[config.mk]
export PLATFORM = sky130hd
export DESIGN_NAME = ps2_device_tx
export DESIGN_NICKNAME = d
export VERILOG_FILES = /design/src/rtl/ps2_device_tx.sv
export SDC_FILE = /design/constraint.sdc
export NUM_CORES = 1
export LEC_CHECK = 0
export BUFFER_PORTS_ARGS = -buffer_cell sky130_fd_sc_hd__buf_4
export CAP_MARGIN = 20
export CORE_ASPECT_RATIO = 0.7
export CORE_UTILIZATION = 61
export CTS_CLUSTER_DIAMETER = 50
export CTS_CLUSTER_SIZE = 28
export DETAILED_ROUTE_END_ITERATION = 7
export PLACE_DENSITY = 0.83
export SLEW_MARGIN = 30
export SYNTH_ARGS = -nofsm -noshare
export SYNTH_HDL_FRONTEND = slang
export SYNTH_SLANG_ARGS = --single-unit
[constraint.sdc]
create_clock -name clock -period 5 [get_ports clock]
set_input_delay 0.5 -clock clock [delete_from_list [all_inputs] [get_ports clock]]
set_output_delay 0.5 -clock clock [all_outputs]
set_load 0.05 [all_outputs]
[src/rtl/ps2_device_tx.sv]
// Device-side PS/2 transmitter: generates the PS/2 clock and sends queued bytes as
// 11-bit frames (start, 8 data LSB first, odd parity, stop) on open-drain drive-low enables.
module ps2_device_tx #(
    parameter int HALF_PERIOD = 2000,
    parameter int IDLE_WAIT   = 2500,
    parameter int FIFO_DEPTH  = 4
) (
    input  logic                          clock,
    input  logic                          reset_n,
    input  logic [7:0]                    tx_data,
    input  logic                          tx_valid,
    output logic                          tx_ready,
    input  logic                          ps2_clk_in,
    input  logic                          ps2_dat_in,
    output logic                          ps2_clk_out,
    output logic                          ps2_dat_out,
    output logic                          busy,
    output logic                          abort,
    output logic                          host_rts,
    output logic [$clog2(FIFO_DEPTH):0]   fifo_count
);

    localparam int AW = $clog2(FIFO_DEPTH);
    localparam int CW = $clog2(IDLE_WAIT + 1);
    localparam int TW = $clog2(HALF_PERIOD + 1);
    localparam logic [CW-1:0] IDLE_MAX  = CW'(IDLE_WAIT);
    localparam logic [TW-1:0] PHASE_END = TW'(HALF_PERIOD - 1);
    localparam logic [AW:0]   FULL      = (AW + 1)'(FIFO_DEPTH);

    typedef enum logic [1:0] {IDLE, BIT_HIGH, BIT_LOW, RECOVER} state_t;

    state_t          state;
    logic [TW-1:0]   timer;
    logic [3:0]      bit_idx;
    logic [10:0]     shift;
    logic [CW-1:0]   idle_cnt;
    logic            clk_p0, clk_p1, dat_p0, dat_p1;
    logic [7:0]      mem [FIFO_DEPTH];
    logic [AW-1:0]   wr_ptr, rd_ptr;
    logic [AW:0]     count_next;
    logic [7:0]      head;
    logic            push, pop, start, rts_now;

    // stage p0/p1: two-flop synchronisers for the asynchronous line samples
    always_ff @(posedge clock) begin
        if (!reset_n) begin
            clk_p0 <= 1'b1;
            clk_p1 <= 1'b1;
            dat_p0 <= 1'b1;
            dat_p1 <= 1'b1;
        end else begin
            clk_p0 <= ps2_clk_in;
            clk_p1 <= clk_p0;
            dat_p0 <= ps2_dat_in;
            dat_p1 <= dat_p0;
        end
    end

    assign rts_now = clk_p1 & ~dat_p1;

    always_ff @(posedge clock) begin
        if (!reset_n) begin
            idle_cnt <= '0;
        end else if (!(clk_p1 & dat_p1)) begin
            idle_cnt <= '0;
        end else if (idle_cnt != IDLE_MAX) begin
            idle_cnt <= idle_cnt + 1'b1;
        end
    end

    // Ready is registered from the count, so a full FIFO refuses a push even on a pop cycle.
    assign push       = tx_valid & tx_ready;
    assign pop        = (state == BIT_LOW) && (timer == PHASE_END) && (bit_idx == 4'd10);
    assign count_next = fifo_count + {{AW{1'b0}}, push} - {{AW{1'b0}}, pop};
    assign head       = mem[rd_ptr];

    always_ff @(posedge clock) begin
        if (push) begin
            mem[wr_ptr] <= tx_data;
        end
    end

    always_ff @(posedge clock) begin
        if (!reset_n) begin
            wr_ptr     <= '0;
            rd_ptr     <= '0;
            fifo_count <= '0;
            tx_ready   <= 1'b0;
        end else begin
            if (push) begin
                wr_ptr <= wr_ptr + 1'b1;
            end
            if (pop) begin
                rd_ptr <= rd_ptr + 1'b1;
            end
            fifo_count <= count_next;
            tx_ready   <= (count_next != FULL);
        end
    end

    assign start = (state == IDLE) && (fifo_count != '0) && (idle_cnt == IDLE_MAX) && !rts_now;

    always_ff @(posedge clock) begin
        if (start) begin
            shift <= {1'b1, ~^head, head, 1'b0};
        end
    end

    // Inhibit is judged on the last cycle of the high phase, after the released clock
    // has had time to propagate through the synchroniser.
    always_ff @(posedge clock) begin
        if (!reset_n) begin
            state       <= IDLE;
            timer       <= '0;
            bit_idx     <= '0;
            ps2_clk_out <= 1'b1;
            ps2_dat_out <= 1'b1;
            busy        <= 1'b0;
            abort       <= 1'b0;
            host_rts    <= 1'b0;
        end else begin
            abort <= 1'b0;
            case (state)
                IDLE: begin
                    ps2_clk_out <= 1'b1;
                    ps2_dat_out <= 1'b1;
                    busy        <= 1'b0;
                    host_rts    <= rts_now;
                    timer       <= '0;
                    if (start) begin
                        bit_idx     <= '0;
                        ps2_dat_out <= 1'b0;
                        busy        <= 1'b1;
                        state       <= BIT_HIGH;
                    end
                end
                BIT_HIGH: begin
                    host_rts <= 1'b0;
                    if (timer == PHASE_END) begin
                        timer <= '0;
                        if (!clk_p1 && bit_idx <= 4'd9) begin
                            ps2_clk_out <= 1'b1;
                            ps2_dat_out <= 1'b1;
                            abort       <= 1'b1;
                            busy        <= 1'b0;
                            state       <= IDLE;
                        end else begin
                            ps2_clk_out <= 1'b0;
                            state       <= BIT_LOW;
                        end
                    end else begin
                        timer <= timer + 1'b1;
                    end
                end
                BIT_LOW: begin
                    host_rts <= 1'b0;
                    if (timer == PHASE_END) begin
                        timer       <= '0;
                        ps2_clk_out <= 1'b1;
                        if (bit_idx == 4'd10) begin
                            ps2_dat_out <= 1'b1;
                            state       <= RECOVER;
                        end else begin
                            bit_idx     <= bit_idx + 4'd1;
                            ps2_dat_out <= shift[bit_idx + 4'd1];
                            state       <= BIT_HIGH;
                        end
                    end else begin
                        timer <= timer + 1'b1;
                    end
                end
                RECOVER: begin
                    host_rts    <= 1'b0;
                    ps2_clk_out <= 1'b1;
                    ps2_dat_out <= 1'b1;
                    if (timer == PHASE_END) begin
                        timer <= '0;
                        busy  <= 1'b0;
                        state <= IDLE;
                    end else begin
                        timer <= timer + 1'b1;
                    end
                end
                default: begin
                    state <= IDLE;
                end
            endcase
        end
    end

endmodule

Word-level counts from Yosys, hierarchy flattened:

Memories as Yosys holds them, arrays and structs flattened. A register that Yosys moved wholly into a read port is not among the register bits.
Cells that the tools add are included.

* register bits: 55
* latch bits: 0
* RAM bits: 32
* bits in read-only memories: 0
* input bits: 13
* output and inout bits: 9
* memories kept: 1

* $add $sub $neg: 7
* $mul: 0
* divide/modulo/power cells: 0
* $lt $le $gt $ge: 2
* equal/unequal tests: 14
* shifts and indexed selects: 0
* mux-type cells: 35
* bitwise gates (word level): 4
* reduce and logical (&&, ||, !) cells: 22

Memories
* mem: depth 4, bits a word 8, read ports 1, clocked after memory_dff 1, wr ports 1, line 38 `logic [7:0] mem [FIFO_DEPTH];`

Operator list (number)
* case mux 11 bit (2 select lines): 1
* two-way mux 2 bit: 8
* two-way mux 1 bit: 15
* adder 12 x 1 -> 12 bit, second input constant: 1
* == test 12 bit, second input constant: 1
* two-way mux 4 bit: 3
* inequality test 12 bit, second input constant: 1
* AND reduction 4 bit: 3
* adder 11 x 1 -> 11 bit, second input constant: 1
* == test 11 bit, second input constant: 1
* two-way mux 11 bit: 1
* inequality test 2 bit, second input constant: 5
* case mux 2 bit (4 select lines): 1
* case mux 4 bit (2 select lines): 1
* XNOR reduction 8 bit: 1
* logical AND 1 bit: 6
* case mux 1 bit (3 select lines): 2
* AND reduction 3 bit: 2
* nonzero test 3 bit: 2
* less-than comparator 4 x 5 -> 1 bit, second input constant: 1
* adder 2 x 1 -> 2 bit, second input constant: 2
* adder 4 x 1 -> 4 bit, second input constant: 1
* binary-select mux 1 bit (select 4 bit): 1
* == test 2 bit, second input constant: 2
* 17 further kinds: 21

Longest topological paths before layout:

Gate-level depths: netlist of run 1.

* depth in word-level cells: 6
* depth in mapped cells: 12
* gate-level depth less buffers: 11

Least setup slack after synthesis of run 1:

OpenSTA, ideal clock, no wires.

* path kind: reg-to-reg
* start point: register timer[5]
* end point: register tx_ready
* setup time: 0.128 ns
* data arrival time: 2.402 ns
* setup slack: 2.470 ns
* stages on the path, launching flop included: 10
* clock period less this slack: 2.530 ns
* cell sequence: dfxtp_1 or3b_4 or3_4 nor3_2 ha_1 inv_1 ha_1 fa_1 nor3_1 nor2_1

* longest elaborated chain between the ends: 5

Ends and longest elaborated chain
* start: declaration: line 33 `logic [TW-1:0] timer;`
* start signal: assignment: line 152 `timer <= timer + 1'b1;`
* start signal: assignment: line 169 `timer <= timer + 1'b1;`
* start signal: assignment: line 181 `timer <= timer + 1'b1;`
* == test 11 bit: line 73 `assign pop = (state == BIT_LOW) && (timer == PHASE_END) && (bit_idx == 4'd10);`
* logical AND 1 bit (2 in a row): line 73
* named net pop: line 42 `logic push, pop, start, rts_now;`
* subtractor 3 x 1 -> 3 bit: line 74 `assign count_next = fifo_count + {{AW{1'b0}}, push} - {{AW{1'b0}}, pop};`
* named net count_next[1]: line 40 `logic [AW:0] count_next;`
* inequality test 3 bit: line 97 `tx_ready <= (count_next != FULL);`
* end signal: assignment: line 97
* end: declaration: line 12 `output logic tx_ready,`

The timed path passes the listed nets, and every way through them passes these cells.
A chain may end at the register's enable or synchronous reset.

Worst setup path in the final report of run 1:

Ends and elaborated chain as after synthesis.

==> results of run 1 <==
==> cell type report <==
type	count	area share (%)
clock buffers	9	2.972
clock inverters	7	1.981
inverters	13	1.171
multi-input cells	197	35.24
flip-flops and latches	89	52.60
well taps	75	2.252
repair buffers	21	3.783
==> power groups by stage <==
| stage | clock network (mW) | logic (mW) | registers (mW) |
|---|---|---|---|
| final | 0.506 | 0.0870 | 0.787 |
| after global routing | 0.546 | 0.0941 | 0.789 |
| after CTS | 0.520 | 0.0875 | 0.787 |
| after detailed placement | 0 | 0.0856 | 0.804 |
| after global placement | 0 | 0.0825 | 0.803 |
| after floorplan | 0 | 0.0471 | 0.813 |
==> cell families after synthesis <==
logic type | after synthesis | synth area share (%)
flops | 89 | 58.58
compound gates | 23 | 4.514
xor+xnor | 31 | 7.255
buf+inv | 22 | 2.240
fa+ha+maj | 14 | 4.881
simple gates | 114 | 15.51
mux | 15 | 7.021
==> worst max-delay path, cell delays in order (launching register included) <==
cell,delay (ns)
dfxtp_1,0.36
or3b_4,0.42
or3_4,0.37
nor3_2,0.30
ha_1,0.29
inv_1,0.06
ha_1,0.15
fa_1,0.45
nor3_1,0.24
nor2_1,0.06
==> layer usage <==
layer,vias up,part of all wire (%),track usage (%)
met2,30,47,34.20
met5,-,0,0
met3,14,3.7,6.081
met4,0,1.8,9.515
li1,1135,-,-
met1,1083,48,29.62
==> how the worst min path moves through the flow <==
stage,startpoint,to,slack (ns),depth (start not counted)
after floorplan,clk_p0,clk_p1,0.39,1
after global placement,dat_p0,dat_p1,0.39,1
after detailed placement,dat_p0,dat_p1,0.39,1
after CTS,ps2_clk_in,clk_p0,0.30,2
after global routing,ps2_clk_in,clk_p0,0.31,2
final,ps2_clk_in,clk_p0,0.31,2
==> state kept, by name (all words and copies together), names as in the netlist, 3 cells and up, named ones only <==
signal	count
bit_idx	4
mem	32
timer	11
fifo_count	3
shift	9
idle_cnt	12
==> cells in the mapped netlist, drive strengths merged (8+ instances only) <==
master	number	area share [%]
nor2	43	4.3
nand2	10	1.0
ha	13	4.3
xor2	10	2.3
xnor2	21	4.9
and3	11	1.8
dfxtp	48	26
inv	12	1.2
edfxtp	41	33
mux4	9	5.4
a21oi	8	1.1
nand2b	8	1.3
nand3	16	2.1
nor3	10	1.6
==> impl_results.md, run 1 <==
- Mapped Cells: ~310
- CP Launch Point: timer[5]
- DP Area: approximately 4000 um^2
- First-pass GRT wire length: 10,180 um
- PnR Total Power: 1.380 mW
- Num CTS Buffers: 9
- Async S/R FF share, synth: 0%
- Initial antenna violation count: 0
- Synthesized area: ~3700 um^2
- Most used DFF post-synth: dfxtp_1
- R2R Setup Slk: about 2.2 ns
- Max Cap Viol: 0
- Fin crit period: 2.826 ns
- Vias: roughly 2,300
- CP endpoint kind: register
- Global Route Usage Sum: ~22%
- Worst r2r src: timer[5]
- Clock sinks: 89
- Finished Core Util: 71.70%
- Reg area: 2192 um^2
- HPWL Detailed: 4508 um
- Setup TNS: 0 ns
- Initial core utilization: 64.38%
- DRT iter0 DRCs: 97
- Final hold slack: 0.3138 ns
- Vias in the first global route: 2,167
- Unique masters post-synth: 40
- IO Pins: 22
- Post-route ant nets: 0
- Synthesized flop and latch total: 89
- TritonCTS clock tree: built
- Hold Buf Count CTS: 0
- Ant diodes: 0
- Post-Layout Cell Count: a little over 400
- Syn Area/Cell: around 12 um^2
- Final GP Congestion: 0.7675
- Pre-CTS setup slack: around 2.3 ns
- Core Region: 5813 um^2
- Placed cells: 395
- Clock latency on the worst-skew pair: 0.36 ns
- Max_slew headroom: 53.63%
- Final WS setup: 2.174 ns
- Std cell rows: 23
- Seq pwr share: between 50 and 60%
- Worst setup path endpoint: tx_ready
- Pleak: roughly 1.5 nW
- Data arrival time of the worst path: 3.07 ns
- Clk pwr share: 36.6%
- Vias per std cell: 5.504
- Power Density: between 300 and 400 nW/um^2
- Root Driver: clkbuf_8
- Final net count: approximately 360
- P_sw: around 330 uW
- Fin area: roughly 4200 um^2
- Number of synthesis warnings: 0
- Max VDD drop: 0.2095 mV
- Hold Path Class: input pin to register
- Max Fclk: 0.3539 GHz
- Reg-to-reg critical path endpoint: tx_ready
- CTS H-Tree Depth: 3
- Max Clock Skew: around 0.0093 ns
- Die area: 6457 um^2
- Share of post-route cells with drive strength above 1: between 10% and 20%
- Worst-margin pin slew: 0.6847 ns
- WP data required: 5.25 ns
- Avg WL per Cell: 15.71 um
- Post-Syn Nets: between 300 and 400
- RSZ-0062 raised after global routing: false
- WL final: around 6500 um
- 1st-pass router iterations: 4
- Largest net degree at the start of global routing: 18
- Number of fill cells: roughly 420
- Internal power: about 1.1 mW
- Synth-to-Final Area Change: 11.37%
- Global route total overflow: 0
- Sw Share: 23.58%
- Outcome: finished, final reports clean
- Final setup fails: 0
- Port bufs: 21
- Logic gate share of total power: 6.3%
- Die Ht: 67.53 um
- Clk slew on worst S/H paths: about 0.090 ns
- Register area share after synthesis: 58.58%
- Most frequent cells in the layout: 48 x dfxtp_1, 42 x nor2_1, 41 x edfxtp_1
- Post-CTS Resized: 0
- Maximum clock path buffer count: 2
- Die Wd: about 96 um
- Period utilisation layout: ~57%
- Fin. max-slew vios: 0
- CP Class: register to register
- Crit-path max FO: 5
- EDFF count, synth: 41
- Footprint of the multi-input gates: 1469 um^2
- CP Launch Type: register
- Commonest non-fill, non-tap cell in the layout: dfxtp_1
- Final Hold Viols: 0
- Post-CTS Setup Bufs: 0
- Drc violations: 0
- FF-to-FF path depth: 9
Power figures use the tool's default switching activity.
==> run 2: changes to the inputs <==
--- a/config.mk
+++ b/config.mk
@@ -5,6 +5,7 @@
 export SDC_FILE = /design/constraint.sdc
 export NUM_CORES = 1
 export LEC_CHECK = 0
+export ABC_AREA = 1
 export BUFFER_PORTS_ARGS = -buffer_cell sky130_fd_sc_hd__buf_4
 export CAP_MARGIN = 20
 export CORE_ASPECT_RATIO = 0.7
@@ -12,7 +13,7 @@
 export CTS_CLUSTER_DIAMETER = 50
 export CTS_CLUSTER_SIZE = 28
 export DETAILED_ROUTE_END_ITERATION = 7
-export PLACE_DENSITY = 0.83
+export PLACE_DENSITY = 0.82
 export SLEW_MARGIN = 30
 export SYNTH_ARGS = -nofsm -noshare
 export SYNTH_HDL_FRONTEND = slang
==> constraint.sdc (replaced) <==
create_clock -name clock -period 2.7 [get_ports clock]
set_input_delay 0.27 -clock clock [delete_from_list [all_inputs] [get_ports clock]]
set_output_delay 0.27 -clock clock [all_outputs]
set_load 0.05 [all_outputs]
==> run 2 against run 1 <==
Against the previous run:
- clock power grew 57%
- critical path type unchanged
- die area grew 13%
- largest power group unchanged
- critical path depth grew 3
- largest cell class unchanged
- cell area grew 10%
==> impl_results.md, run 2 <==
- Max VDD drop: 0.3475 mV (was 0.2095 mV)
- Drc violations: 0 (unchanged)
- Die Wd: 101.7 um (was 95.62 um)
- Post-CTS Setup Bufs: 0 (unchanged)
- Worst-margin pin slew: 0.8318 ns (was 0.6847 ns)
- Share of post-route cells with drive strength above 1: 17.25% (was 15.18%)
- Hold Path Class: input pin to register (unchanged)
- Number of synthesis warnings: 0 (unchanged)
- Unique masters post-synth: 38 (was 40)
- Synthesized flop and latch total: 89 (unchanged)
- Root Driver: clkbuf_8 (unchanged)
- Num CTS Buffers: 9 (unchanged)
- Register area share after synthesis: 51.61% (was 58.58%)
- HPWL Detailed: 5418 um (was 4508 um)
- EDFF count, synth: 41 (unchanged)
- Vias in the first global route: 2,908 (was 2,167)
- Worst setup path endpoint: tx_ready (unchanged)
- Fin. max-slew vios: 0 (unchanged)
- Mux cell area share after synthesis: 0% (was 7.021%)
- CP Launch Type: register (unchanged)
- WP data required: 2.93 ns (was 5.25 ns)
- Fin area: 4597 um^2 (was 4168 um^2)
- Initial antenna violation count: 0 (unchanged)
- Max Cap Viol: 0 (unchanged)
- Max Clock Skew: 0.01123 ns (was 0.009312 ns)
- Placed cells: 588 (was 395)
- Max_slew headroom: 44.34% (was 53.63%)
- Port bufs: 21 (unchanged)
- CP most frequent cell: ha_1 (unchanged)
- RSZ-0062 raised after global routing: false (unchanged)
- Crit-path max FO: 9 (was 5)
- Fin crit period: 2.460 ns (was 2.826 ns)
- Most frequent cell after synthesis: nand2_1 (was dfxtp_1)
- Largest net degree at the start of global routing: 19 (was 18)
- CP Class: register to register (unchanged)
- Post-synthesis compound-gate area fraction: 5.685% (was 4.514%)
- CP Launch Point: bit_idx[0] (was timer[5])
- Power Density: 527.3 nW/um^2 (was 331.2 nW/um^2)
- Most frequent cells in the layout: 132 x nand2_1, 48 x dfxtp_1, 47 x nor2_1 (was 48 x dfxtp_1, 42 x nor2_1, 41 x edfxtp_1)
- Worst path max stage delay: 0.51 ns (was 0.45 ns)
- Std cell rows: 25 (was 23)
- R2R Setup Slk: 0.24 ns (was 2.17 ns)
- FF-to-FF path depth: 12 (was 9)
- CP top delay family: adder cells (was simple AND/OR/NAND/NOR gates)
- Vias per std cell: 5.152 (was 5.504)
- Largest register by flop count: mem (unchanged)
- Die Ht: 71.82 um (was 67.53 um)
- Global Route Usage Sum: 22.05% (was 22.13%)
- Top cells by area, synth: edfxtp_1 29%, dfxtp_1 23%, nand2_1 12%, nor2_1 4.2%, ha_1 3.8% (was edfxtp_1 33%, dfxtp_1 26%, mux4_2 5.4%, xnor2_1 4.9%, ha_1 4.3%)
- Clock latency on the worst-skew pair: 0.35 ns (was 0.36 ns)
- Final setup fails: 0 (unchanged)
- IO Pins: 22 (unchanged)
- Avg WL per Cell: 12.15 um (was 15.71 um)
- Largest regs: mem: 32 flops, idle_cnt: 12 flops, timer: 11 flops (unchanged)
- Initial core utilization: 62.87% (was 64.38%)
- Synth Area in Adders: 4.300% (was 4.881%)
- Period utilisation layout: 91.10% (was 56.52%)
- Final Hold Viols: 0 (unchanged)
- Ant diodes: 0 (unchanged)
- Syn Area/Cell: 8.813 um^2 (was 12.15 um^2)
- Mapped Cells: 482 (was 308)
- CP endpoint kind: register (unchanged)
- Final WS setup: 0.2402 ns (was 2.174 ns)
- Max Fclk: 0.4065 GHz (was 0.3539 GHz)
- DP Area: 4427 um^2 (was 3959 um^2)
- Synth Area in Simple Gates: 29.81% (was 15.51%)
- TritonCTS clock tree: built (unchanged)
- CTS H-Tree Depth: 3 (unchanged)
- Synthesized area: 4248 um^2 (was 3742 um^2)
- Post-route ant nets: 0 (unchanged)
- Data arrival time of the worst path: 2.69 ns (was 3.07 ns)
- Cell taking the most area after synthesis: edfxtp_1 (unchanged)
- Max FFs per register: 32 (unchanged)
- Crit-path slowest cell: dfxtp_1 (was fa_1)
- Pleak: 1.913 nW (was 1.475 nW)
- Core Region: 6756 um^2 (was 5813 um^2)
- Final GP Congestion: 0.8458 (was 0.7675)
- Setup TNS: 0 ns (unchanged)
- WL final: 7338 um (was 6455 um)
- Async S/R FF share, synth: 0% (unchanged)
- First-pass GRT wire length: 12,320 um (was 10,180 um)
- Largest family of logic cells by synthesized area: simple AND/OR/NAND/NOR gates (unchanged)
- CP Buf/Inv Count: 2 (was 1)
- Post-CTS Resized: 0 (unchanged)
- Vias: 3,112 (was 2,262)
- Stages on worst setup path: 12 (was 9)
- Outcome: finished, final reports clean (unchanged)
- 1st-pass router iterations: 4 (unchanged)
- Maximum clock path buffer count: 2 (unchanged)
- Die area: 7306 um^2 (was 6457 um^2)
- Reg-to-reg critical path endpoint: tx_ready (unchanged)
- Synth Area in XOR/XNOR: 1.443% (was 7.255%)
- Worst r2r src: bit_idx[0] (was timer[5])
- Number of fill cells: 558 (was 418)
- Final net count: 532 (was 358)
- Top post-synthesis cells by count: 132 x nand2_1, 48 x dfxtp_1, 47 x nor2_1 (was 48 x dfxtp_1, 43 x nor2_1, 41 x edfxtp_1)
- Post-Layout Cell Count: 604 (was 411)
- Hold Buf Count CTS: 0 (unchanged)
- Synth-to-Final Area Change: 8.218% (was 11.37%)
- Clk slew on worst S/H paths: 0.08 ns (was 0.09 ns)
- Pre-CTS setup slack: 0.1604 ns (was 2.274 ns)
- Post-Syn Nets: 509 (was 335)
- DRT iter0 DRCs: 152 (was 97)
- PnR Total Power: 2.424 mW (was 1.380 mW)
- Commonest non-fill, non-tap cell in the layout: nand2_1 (was dfxtp_1)
- Synth top area share: 28.98% (was 32.90%)
- CP cell instances: inv_2 > ha_1 > nand2_1 > nor2_1 > nand2_1 > nor2_1 > ha_1 > inv_1 > ha_1 > fa_1 > xor2_1 > a21oi_1 (was or3b_4 > or3_4 > nor3_2 > ha_1 > inv_1 > ha_1 > fa_1 > nor3_1 > nor2_1)
- Clock sinks: 89 (unchanged)
- Global route total overflow: 0 (unchanged)
- Most used DFF post-synth: dfxtp_1 (unchanged)
## run 2: changes by cell type after synthesis, moves of 9 or more
cell	change
nand3_1	+16
nand2_1	+122
inv_1	+29
inv_2	+10
xnor2_1	-17
nand3_2	+9
mux4_2	-9
nand2_2	+14
a21oi_1	+16
and3_1	-11
## run 2: per-stage QoR
step | util (%) | hold WS [ns]
floorplan | - | 0.3689
global placement | 65.52 | 0.3964
detailed placement | 65.52 | 0.3972
CTS | 68.04 | 0.09462
global route | 68.04 | 0.08319
finish | 68.04 | 0.1048
## run 2: metal layers
| metal | track usage (%) | share of wire, % | vias to the layer above |
|---|---|---|---|
| met5 | 0 | 0 | - |
| met2 | 39.56 | 52 | 46 |
| met4 | 8.374 | 1.4 | 0 |
| met3 | 5.854 | 4.0 | 12 |
| met1 | 25.21 | 43 | 1442 |
| li1 | - | - | 1612 |
## run 2: kinds of logic (layout without fill, tap and decap cells)
family	count (synthesis)	after routing
AO/OA/AOI/OAI	44	44
XOR/XNOR	7	7
adder cells (fa/ha/maj)	14	14
buffers and inverters	62	90
flip-flops	89	89
AND/OR/NAND/NOR	266	266
## run 2: layout make-up
cell class              count  area (um^2)  share of cell area, %
flip-flops and latches     89         2192                  47.69
multi-input cells         331         1752                  38.11
inverters                  53        207.7                  4.518
repair buffers             21        157.7                  3.429
clock buffers              10        127.6                  2.776
well taps                  94        117.6                  2.559
clock inverters             6        42.54                 0.9254
## run 2: power breakdown
part	internal (mW)	switching, mW
sequential	1.44	0.0161
clock	0.335	0.459
combinational	0.0608	0.114
total	1.84	0.588
## run 2: worst min path at each step
stage / startpoint / end / slack [ns] / depth (start not counted)
after floorplan: tx_data[0] / mem[0][0] / 0.37 / 0
after global placement: clk_p0 / clk_p1 / 0.40 / 1
after detailed placement: dat_p0 / dat_p1 / 0.40 / 1
after CTS: ps2_dat_in / dat_p0 / 0.09 / 2
after global routing: ps2_dat_in / dat_p0 / 0.08 / 2
final: ps2_dat_in / dat_p0 / 0.10 / 2
==> run 3: changes to the inputs <==
--- a/config.mk
+++ b/config.mk
@@ -10,10 +10,12 @@
 export CAP_MARGIN = 20
 export CORE_ASPECT_RATIO = 0.7
 export CORE_UTILIZATION = 61
+export CTS_BUF_LIST = sky130_fd_sc_hd__clkbuf_8 sky130_fd_sc_hd__clkbuf_16
 export CTS_CLUSTER_DIAMETER = 50
 export CTS_CLUSTER_SIZE = 28
 export DETAILED_ROUTE_END_ITERATION = 7
 export PLACE_DENSITY = 0.82
+export SKIP_CTS_REPAIR_TIMING = 1
 export SLEW_MARGIN = 30
 export SYNTH_ARGS = -nofsm -noshare
 export SYNTH_HDL_FRONTEND = slang
==> run 3 against run 2 <==
Against the previous run:
- clock power barely moved
- power is 0.13% lower
- clock skew about the same
==> impl_results.md, run 3 (synthesized netlist as in run 2, its figures left out) <==
- Crit-path max FO: 9 (unchanged)
- Maximum clock path buffer count: 2 (unchanged)
- Power Density: 526.6 nW/um^2 (was 527.3 nW/um^2)
- Pleak: 1.917 nW (was 1.913 nW)
- Root Driver: clkbuf_8 (unchanged)
- Placed cells: 588 (unchanged)
- 1st-pass router iterations: 4 (unchanged)
- Max_slew headroom: 44.38% (was 44.34%)
- HPWL Detailed: 5418 um (unchanged)
- CP Class: register to register (unchanged)
- Vias: 3,113 (was 3,112)
- Post-route ant nets: 0 (unchanged)
- Final GP Congestion: 0.8458 (unchanged)
- Share of post-route cells with drive strength above 1: 17.25% (unchanged)
- Reg-to-reg critical path endpoint: tx_ready (unchanged)
- Fin. max-slew vios: 0 (unchanged)
- Clock latency on the worst-skew pair: 0.35 ns (about the same)
- WL final: 7361 um (was 7338 um)
- TritonCTS clock tree: built (unchanged)
- Worst r2r src: bit_idx[0] (unchanged)
- Die Wd: 101.7 um (unchanged)
- Final setup fails: 0 (unchanged)
- Vias in the first global route: 2,908 (unchanged)
- IO Pins: 22 (unchanged)
- Largest net degree at the start of global routing: 19 (unchanged)
- Clk slew on worst S/H paths: 0.08 ns (about the same)
- Most frequent cells in the layout: 132 x nand2_1, 48 x dfxtp_1, 47 x nor2_1 (unchanged)
- Largest register by flop count: mem (unchanged)
- Hold Path Class: input pin to register (unchanged)
- Finished Core Util: 68.04% (unchanged)
- Data arrival time of the worst path: 2.69 ns (about the same)
- Avg WL per Cell: 12.19 um (was 12.15 um)
- Commonest non-fill, non-tap cell in the layout: nand2_1 (unchanged)
- Std cell rows: 25 (unchanged)
- Vias per std cell: 5.154 (was 5.152)
- Die Ht: 71.82 um (unchanged)
- Max Cap Viol: 0 (unchanged)
- DP Area: 4427 um^2 (unchanged)
- Final net count: 532 (unchanged)
- Ant diodes: 0 (unchanged)
- Core Region: 6756 um^2 (unchanged)
- Worst-margin pin slew: 0.8312 ns (was 0.8318 ns)
- Initial core utilization: 62.87% (unchanged)
- Number of fill cells: 558 (unchanged)
- Synth-to-Final Area Change: 8.218% (unchanged)
- Largest regs: mem: 32 flops, idle_cnt: 12 flops, timer: 11 flops (unchanged)
- Num CTS Buffers: 9 (unchanged)
- Outcome: finished, final reports clean (unchanged)
- Max Clock Skew: 0.01117 ns (was 0.01123 ns)
- WP data required: 2.93 ns (about the same)
- Max FFs per register: 32 (unchanged)
- Post-Layout Cell Count: 604 (unchanged)
- Hold Crit Endpoint: dat_p0 (unchanged)
- Fin area: 4597 um^2 (unchanged)
- RSZ-0062 raised after global routing: false (unchanged)
- R2R Setup Slk: 0.24 ns (about the same)
- PnR Total Power: 2.421 mW (was 2.424 mW)
- Global Route Usage Sum: 22.05% (unchanged)
- Die area: 7306 um^2 (unchanged)
- CP endpoint kind: register (unchanged)
- Max Fclk: 0.4064 GHz (was 0.4065 GHz)
- Setup TNS: 0 ns (unchanged)
- FF-to-FF path depth: 12 (unchanged)
- CTS H-Tree Depth: 3 (unchanged)
- Global route total overflow: 0 (unchanged)
- Period utilisation layout: 91.14% (was 91.10%)
- Fin crit period: 2.461 ns (was 2.460 ns)
- HP Start: ps2_dat_in (unchanged)
- First-pass GRT wire length: 12,320 um (unchanged)
- Max VDD drop: 0.3404 mV (was 0.3475 mV)
- Port bufs: 21 (unchanged)
- Drc violations: 0 (unchanged)
- Initial antenna violation count: 0 (unchanged)
- Worst Hold Depth: 2 (unchanged)
- DRT iter0 DRCs: 153 (was 152)
- Clock sinks: 89 (unchanged)
- CP Launch Type: register (unchanged)
- Final Hold Viols: 0 (unchanged)
-- run 3: changes by cell type in the layout (fill, tap and decap cells not counted) --
| cell | previous run | this run |
|---|---|---|
| inv_1 | 40 | 41 |
| clkbuf_1 | 1 | 0 |
-- run 3: critical path, cell delays in order, from the launching register on --
cell and delay (ns):
dfxtp_1 0.51, inv_2 0.13, ha_1 0.22, nand2_1 0.07, nor2_1 0.05, nand2_1 0.11
nor2_1 0.09, ha_1 0.27, inv_1 0.04, ha_1 0.18, fa_1 0.38, xor2_1 0.19
a21oi_1 0.09
-- run 3: worst max-delay path by stage --
stage,from,endpoint,slack [ns],depth (start not counted)
after floorplan,bit_idx[0],tx_ready,0.44,12
after global placement,bit_idx[0],tx_ready,0.30,12
after detailed placement,bit_idx[0],tx_ready,0.16,12
after CTS,bit_idx[0],tx_ready,0.16,12
after global routing,bit_idx[0],tx_ready,0.03,12
final,bit_idx[0],tx_ready,0.24,12
-- run 3: report_power, final --
part / leakage [nW] / switching [mW] / total [mW] / internal (mW)
clock network: 0.0830 / 0.459 / 0.791 / 0.331
logic: 1.07 / 0.113 / 0.174 / 0.0608
registers: 0.761 / 0.0161 / 1.46 / 1.44
total: 1.92 / 0.589 / 2.42 / 1.83
-- run 3: per-stage QoR --
stage | hold slack [ns] | worst slack [ns]
floorplan | 0.3689 | 0.4406
global placement | 0.3964 | 0.2964
detailed placement | 0.3972 | 0.1604
CTS | 0.09462 | 0.1558
global route | 0.08319 | 0.03410
finish | 0.1052 | 0.2393
-- run 3: final cells by class --
type | instances | area [um^2] | area share [%]
Inverter | 53 | 207.7 | 4.518
Sequential cell | 89 | 2192 | 47.69
Multi-Input combinational cell | 331 | 1752 | 38.11
Clock buffer | 9 | 123.9 | 2.695
Clock inverter | 7 | 46.29 | 1.007
Tap cell | 94 | 117.6 | 2.559
Timing Repair Buffer | 21 | 157.7 | 3.429
-- run 3: per-layer routing --
layer,up-vias,part of all wire [%],track usage [%]
met1,1440,42,25.21
met5,-,0,0
met2,52,52,39.56
li1,1613,-,-
met4,0,1.1,8.374
met3,8,4.4,5.854
